**src/rtl/maxpool_2x2.sv**
```systemverilog
// Streaming 2x2 stride-2 max-pool over CO parallel channels of a raster feature map.
// Optional build macro MAXPOOL_SIGNED_EN switches element compares to two's-complement signed.
module maxpool_2x2 #(
  parameter int CO     = 3,
  parameter int I_F_BW = 20,
  parameter int IX     = 24,
  parameter int IY     = 24
) (
  input  logic                 clk,
  input  logic                 reset_n,
  input  logic                 i_in_valid,
  input  logic [CO*I_F_BW-1:0] i_in_fmap,
  output logic                 o_ot_valid,
  output logic [CO*I_F_BW-1:0] o_ot_fmap,
  output logic                 o_frame_done
);

  localparam int FW       = CO * I_F_BW;
  localparam int CW       = (IX > 1) ? $clog2(IX) : 1;
  localparam int RW       = (IY > 1) ? $clog2(IY) : 1;
  localparam int LB_DEPTH = IX / 2;
  localparam int AW       = (LB_DEPTH > 1) ? $clog2(LB_DEPTH) : 1;

  localparam logic [CW-1:0] COL_LAST = CW'(IX - 1);
  localparam logic [RW-1:0] ROW_LAST = RW'(IY - 1);

  function automatic logic [I_F_BW-1:0] elem_max(input logic [I_F_BW-1:0] a,
                                                  input logic [I_F_BW-1:0] b);
`ifdef MAXPOOL_SIGNED_EN
    return ($signed(a) >= $signed(b)) ? a : b;
`else
    return (a >= b) ? a : b;
`endif
  endfunction

  logic [CW-1:0] col_cnt;
  logic [RW-1:0] row_cnt;
  logic [FW-1:0] h_prev;
  logic [FW-1:0] lbuf [LB_DEPTH];

  logic          col_odd_p0;
  logic          row_odd_p0;
  logic          col_last_p0;
  logic          row_last_p0;
  logic          lb_wr_p0;
  logic          pool_p0;
  logic [AW-1:0] lb_addr_p0;
  logic [FW-1:0] lb_rd_p0;
  logic [FW-1:0] h_max_p0;
  logic [FW-1:0] v_max_p0;

  logic          vld_p1;
  logic          done_p1;
  logic [FW-1:0] fmap_p1;

  // Stage p0: decode raster position of the incoming beat and form window maxima
  assign col_odd_p0  = col_cnt[0];
  assign row_odd_p0  = row_cnt[0];
  assign col_last_p0 = (col_cnt == COL_LAST);
  assign row_last_p0 = (row_cnt == ROW_LAST);
  assign lb_addr_p0  = AW'(col_cnt >> 1);
  assign lb_wr_p0    = i_in_valid && col_odd_p0 && !row_odd_p0;
  assign pool_p0     = i_in_valid && col_odd_p0 && row_odd_p0;
  assign lb_rd_p0    = lbuf[lb_addr_p0];

  for (genvar c = 0; c < CO; c++) begin : g_lane
    assign h_max_p0[c*I_F_BW +: I_F_BW] = elem_max(h_prev[c*I_F_BW +: I_F_BW],
                                                   i_in_fmap[c*I_F_BW +: I_F_BW]);
    assign v_max_p0[c*I_F_BW +: I_F_BW] = elem_max(lb_rd_p0[c*I_F_BW +: I_F_BW],
                                                   h_max_p0[c*I_F_BW +: I_F_BW]);
  end

  always_ff @(posedge clk or negedge reset_n) begin
    if (!reset_n) begin
      col_cnt <= '0;
      row_cnt <= '0;
    end else if (i_in_valid) begin
      if (col_last_p0) begin
        col_cnt <= '0;
        row_cnt <= row_last_p0 ? '0 : row_cnt + RW'(1);
      end else begin
        col_cnt <= col_cnt + CW'(1);
      end
    end
  end

  always_ff @(posedge clk or negedge reset_n) begin
    if (!reset_n) begin
      h_prev <= '0;
    end else if (i_in_valid && !col_odd_p0) begin
      h_prev <= i_in_fmap;
    end
  end

  // Every entry is rewritten on an even row before the odd row reads it, so no reset
  always_ff @(posedge clk) begin
    if (lb_wr_p0) begin
      lbuf[lb_addr_p0] <= h_max_p0;
    end
  end

  // Stage p1: registered pooled output
  always_ff @(posedge clk or negedge reset_n) begin
    if (!reset_n) begin
      vld_p1  <= 1'b0;
      done_p1 <= 1'b0;
      fmap_p1 <= '0;
    end else begin
      vld_p1  <= pool_p0;
      done_p1 <= pool_p0 && col_last_p0 && row_last_p0;
      if (pool_p0) begin
        fmap_p1 <= v_max_p0;
      end
    end
  end

  assign o_ot_valid   = vld_p1;
  assign o_frame_done = done_p1;
  assign o_ot_fmap    = fmap_p1;

endmodule

```
**config.mk**
```make
export PLATFORM = sky130hd
export DESIGN_NAME = maxpool_2x2
export DESIGN_NICKNAME = d
export VERILOG_FILES = /design/src/rtl/maxpool_2x2.sv
export SDC_FILE = /design/constraint.sdc
export NUM_CORES = 1
export LEC_CHECK = 0
export BUFFER_PORTS_ARGS = -buffer_cell sky130_fd_sc_hd__buf_2
export CORE_AREA = 2 2 258 260
export CTS_CLUSTER_SIZE = 20
export DETAILED_ROUTE_END_ITERATION = 8
export DIE_AREA = 0 0 260 262
export PLACE_DENSITY = 0.73
export SYNTH_ARGS = -nofsm -noshare
export SYNTH_HDL_FRONTEND = slang
export SYNTH_SLANG_ARGS = --single-unit
```
**constraint.sdc**
```tcl
create_clock -name clk -period 6 [get_ports clk]
set_input_delay 0.6 -clock clk [delete_from_list [all_inputs] [get_ports clk]]
set_output_delay 0.6 -clock clk [all_outputs]
set_load 0.005 [all_outputs]
```
### After elaboration in Yosys (flattened, before gate mapping)

Memories as Yosys holds them, arrays and structs flattened.
Index checks and enable logic that the tools add are counted.

* bits in registers: 132
* memory bits (writable): 720
* bits of input ports: 63
* output and inout bits: 62
* logic and storage cells: 36
* memories: 1

* add/subtract/negate cells: 2
* magnitude comparators: 6
* eq/ne operators: 2
* multiplexer cells: 10
* reduce and logical (&&, ||, !) cells: 9

Memory list
* lbuf: depth 12, bits a word 60, read ports 1, clocked after Yosys merged registers in 0, wr ports 1, RTL line 39 `logic [FW-1:0] lbuf [LB_DEPTH];`

Operators with widths (count)
* $ge 20x20->1: 6
* $mux 20: 6
* $add 5x1->5 const B: 2
* $eq 5x5->1 const B: 2
* $mux 5: 2
* $logic_and 1x1->1: 6
* $logic_not 1->1: 2
* $mux 1: 2
* $reduce_and 2->1: 1

### Depth between registers and ports, before layout

* word-level depth: 4
* depth in mapped cells: 17
* mapped depth without buffers: 15

### Least setup slack after synthesis

OpenSTA, ideal clock, no wires.

* path type: input to register
* start: in i_in_valid
* end: mem lbuf[0][0] in the netlist's numbering (enable)
* library setup time: 552 ps
* arrival: 5449 ps
* data required time: 5448 ps
* path slack: -1 ps
* cell stages on the path: 4
* path buffers: 1
* cell sequence: clkbuf_1 nand3b_1 or3_1 nor3_1

* longest elaborated chain between the ends: 4

Ends and longest elaborated chain
* start: declaration: RTL line 11 `input logic i_in_valid,`
* $logic_and 1x1->1 (2 in a row): RTL line 62 `assign lb_wr_p0 = i_in_valid && col_odd_p0 && !row_odd_p0;`
* $mux 1: RTL line 97 `if (lb_wr_p0) begin`
* $mux 1 (not written as such): RTL line 98 `lbuf[lb_addr_p0] <= h_max_p0;`
* end: declaration: RTL line 39

No other way between the ends.

### Worst setup path in the final report

* start: reg h_prev[59]
* end: reg fmap_p1[47], in the netlist o_ot_fmap[47]

* longest elaborated chain between the ends: 4

Ends and longest elaborated chain
* start: declaration: RTL line 38 `logic [FW-1:0] h_prev;`
* start signal: assignment: RTL line 91 `h_prev <= i_in_fmap;`
* $ge 20x20->1: RTL line 32 `return (a >= b) ? a : b;`
* $mux 20: RTL line 32
* via h_max_p0[40]: RTL line 49 `logic [FW-1:0] h_max_p0;`
* $ge 20x20->1: RTL line 32
* $mux 20: RTL line 32
* end signal: assignment: RTL line 112 `fmap_p1 <= v_max_p0;`
* end: declaration: RTL line 54 `logic [FW-1:0] fmap_p1;`

The timed path passes the listed nets, and every way through them passes these cells.
A chain may end at the register's enable or synchronous reset.

==> qor.yml <==
drc: 0
crit_family: "simple AND/OR/NAND/NOR gates"
start_util_pct: 55.4
path_buf_inv: 3
fin_cells: 3235
crit_type: "flop to flop"
holdPathStages: 2
fin_crit_ns: 5.11
vias: 19778
htree_levels: 3
crit_chain: "ha_1 > nand4_2 > or4_1 > o221ai_2 > buf_4 > mux2i_1 > inv_1 > ha_1 > nand2b_1 > a2111oi_2 > nor4_1 > o31a_1 > buf_4 > or3_1 > o211ai_2"
cts_tree: "built"
synth_edf_count: 720
clock_path_buffers: 3
worst_slew_pin_slew_ns: 1.17
row_count: 94
final_common_cell: "edfxtp_1"
layout_setup_ws_ns: 0.886
drive_gt1_share_pct: 22.7
antenna_found_initial: 1
grtUsageTotal_pct: 24.4
grt_util_met1_pct: 34.2
core-area_mm2: 0.0653
fin_setup_tns_ns: 0
synth_cell_types: 57
fmax_ghz: 0.196
top_usage_layer: "met2"
path_max_fanout: 21
crit_required_ns: 6.53
synth_cells: 2148
antenna_left: 0
placedCellCount: 3082
met2_usage_pct: 39.8
hold_viol_final: 0
fin_util_pct: 62.4
numClockSinks: 852
drt_iter0_drc: 1770
max-cap-violations: 0
synth_nets: 2333
grt_setup_unrepaired: "false"
arrival_ns: 5.65
worst-path-stages: 15
cts_made_buffers: 83
netlist_area_mm2: 0.0362
max_slew_margin_pct: 22.0
irDropWorstVdd_v: 0.000269
gp_congestion: 0.865
fin_nets: 2489
grt_pass1_wl_um: 124000
area_growth_syn_to_layout_pct: 12.7
place_hpwl_um: 47400
synth-seq-cells: 852
via_per_inst: 6.11
cts_root_buf: "clkbuf_16"
finalCritPeriodShare_pct: 85.2
r2r_cells: 15
slowest_stage: "or3_1"
pre_cts_slack_ns: 0.606
yosysWarnings: 0
p_leak_nw: 14.9
synth_seq_area_share_pct: 68.9
maxSlewViolCount: 0
cts_hold_buf: 1
hold_class: "primary input to flop"
wl_per_cell_um: 24.9
first_global_vias: 20612
cts_resized: 0
async_flop_share_pct: 15.5
use_met3_pct: 4.56
die_area_mm2: 0.0681
setup_violations: 0
clk_latency_ns: 0.63
slowest_delay_ns: 0.77
fin_skew_ns: 0.0206
dieHeight_um: 262
drt_pass1_iterations: 7
routed_wl_um: 80700
fp.dieW_um: 260
syn_avg_cell_area_um2: 16.8
io_pins: 125
clk_pin_slew_worst_paths_ns: 0.06
holdWs_ns: 0.246
status: "finished clean"
final_cell_mix: "edfxtp_1, nand2_1, mux4_2, inv_1, dfrtp_1"
overflow: 0
grt_max_degree: 80
p_per_area_mw_per_mm2: 460
worst_setup_path_start_kind: "flop"
port_buffers: 124
post-cts-setup-buffer-count: 0
synthFlopType: "edfxtp_1"
crit_path_end_kind: "flop"
==> through the flow <==
stage                     power, mW  area, um^2
final                          18.7       40800
after global routing           19.7       40800
after floorplan                11.8       36200
after CTS                      18.9       40800
after detailed placement       13.6       38000
after global placement         13.4       38000
==> report_power, final <==
| group | internal (mW) | switching [mW] |
|---|---|---|
| registers | 7.27 | 0.532 |
| logic | 2.46 | 3.22 |
| clock network | 3.08 | 2.18 |
==> registers in the layout, summed over array words and instances, names as in the netlist <==
register / flops
o_frame_done: 1
lbuf: 720
row_cnt: 5
o_ot_valid: 1
h_prev: 60
o_ot_fmap: 60
col_cnt: 5
==> synthesized netlist by cell type, drive strengths merged, types with 2 or more instances <==
cell	instances	area share (%)
dfrtp	132	9.1
nor2b	6	0.10
mux4	180	11
nand4	15	0.28
o21a	21	0.44
nand3b	2	0.041
nand2b	6	0.10
and3	2	0.035
and4	2	0.048
a21o	4	0.083
inv	141	1.5
nor2	29	0.30
or3	2	0.035
edfxtp	720	60
o221ai	43	1.1
and2	2	0.035
ha	122	4.2
nor3	8	0.11
o211ai	39	1.1
xnor2	2	0.048
clkbuf	52	0.54
buf	56	0.84
nand3	11	0.15
a211oi	11	0.23
o21ai	113	1.6
mux2	10	0.31
nand2	236	2.5
a221oi	4	0.097
mux2i	117	3.2
a21oi	43	0.59
==> final cells by class <==
type,count,area [um^2]
diodes,1,2.50
clock buffers,99,2190
clock inverters,52,553
fillers,4571,24500
inverters,142,534
multi-input cells,1046,10300
flip-flops and latches,852,24900
well taps,864,1080
repair buffers,179,1130
==> kinds of logic after synthesis <==
kind of cell	Yosys count	synth area share (%)
flops	852	68.9
simple gates	325	3.78
mux	307	14.8
compound gates	290	5.45
buf+inv	250	2.86
fa+ha+maj	122	4.22
xor+xnor	2	0.0484
==> worst paths after layout <==
kind / startpoint / to / slack [ns]
setup / recovery: h_prev[59] / o_ot_fmap[47] / 0.89
hold / removal: i_in_fmap[0] / h_prev[0] / 0.25
setup reg to reg: h_prev[59] / o_ot_fmap[47] / 0.89
hold reg to reg: o_ot_fmap[0] / o_ot_fmap[0] / 0.49
max in group asynchronous: reset_n / o_ot_fmap[17] / 3.94
min in group asynchronous: reset_n / o_ot_fmap[36] / 0.57
==> routing by layer <==
metal,routed length (um),vias up
met4,1950,2
met3,5830,134
met5,13,-
li1,-,8666
met1,34000,10239
met2,38900,737
Power figures use the tool's default switching activity.
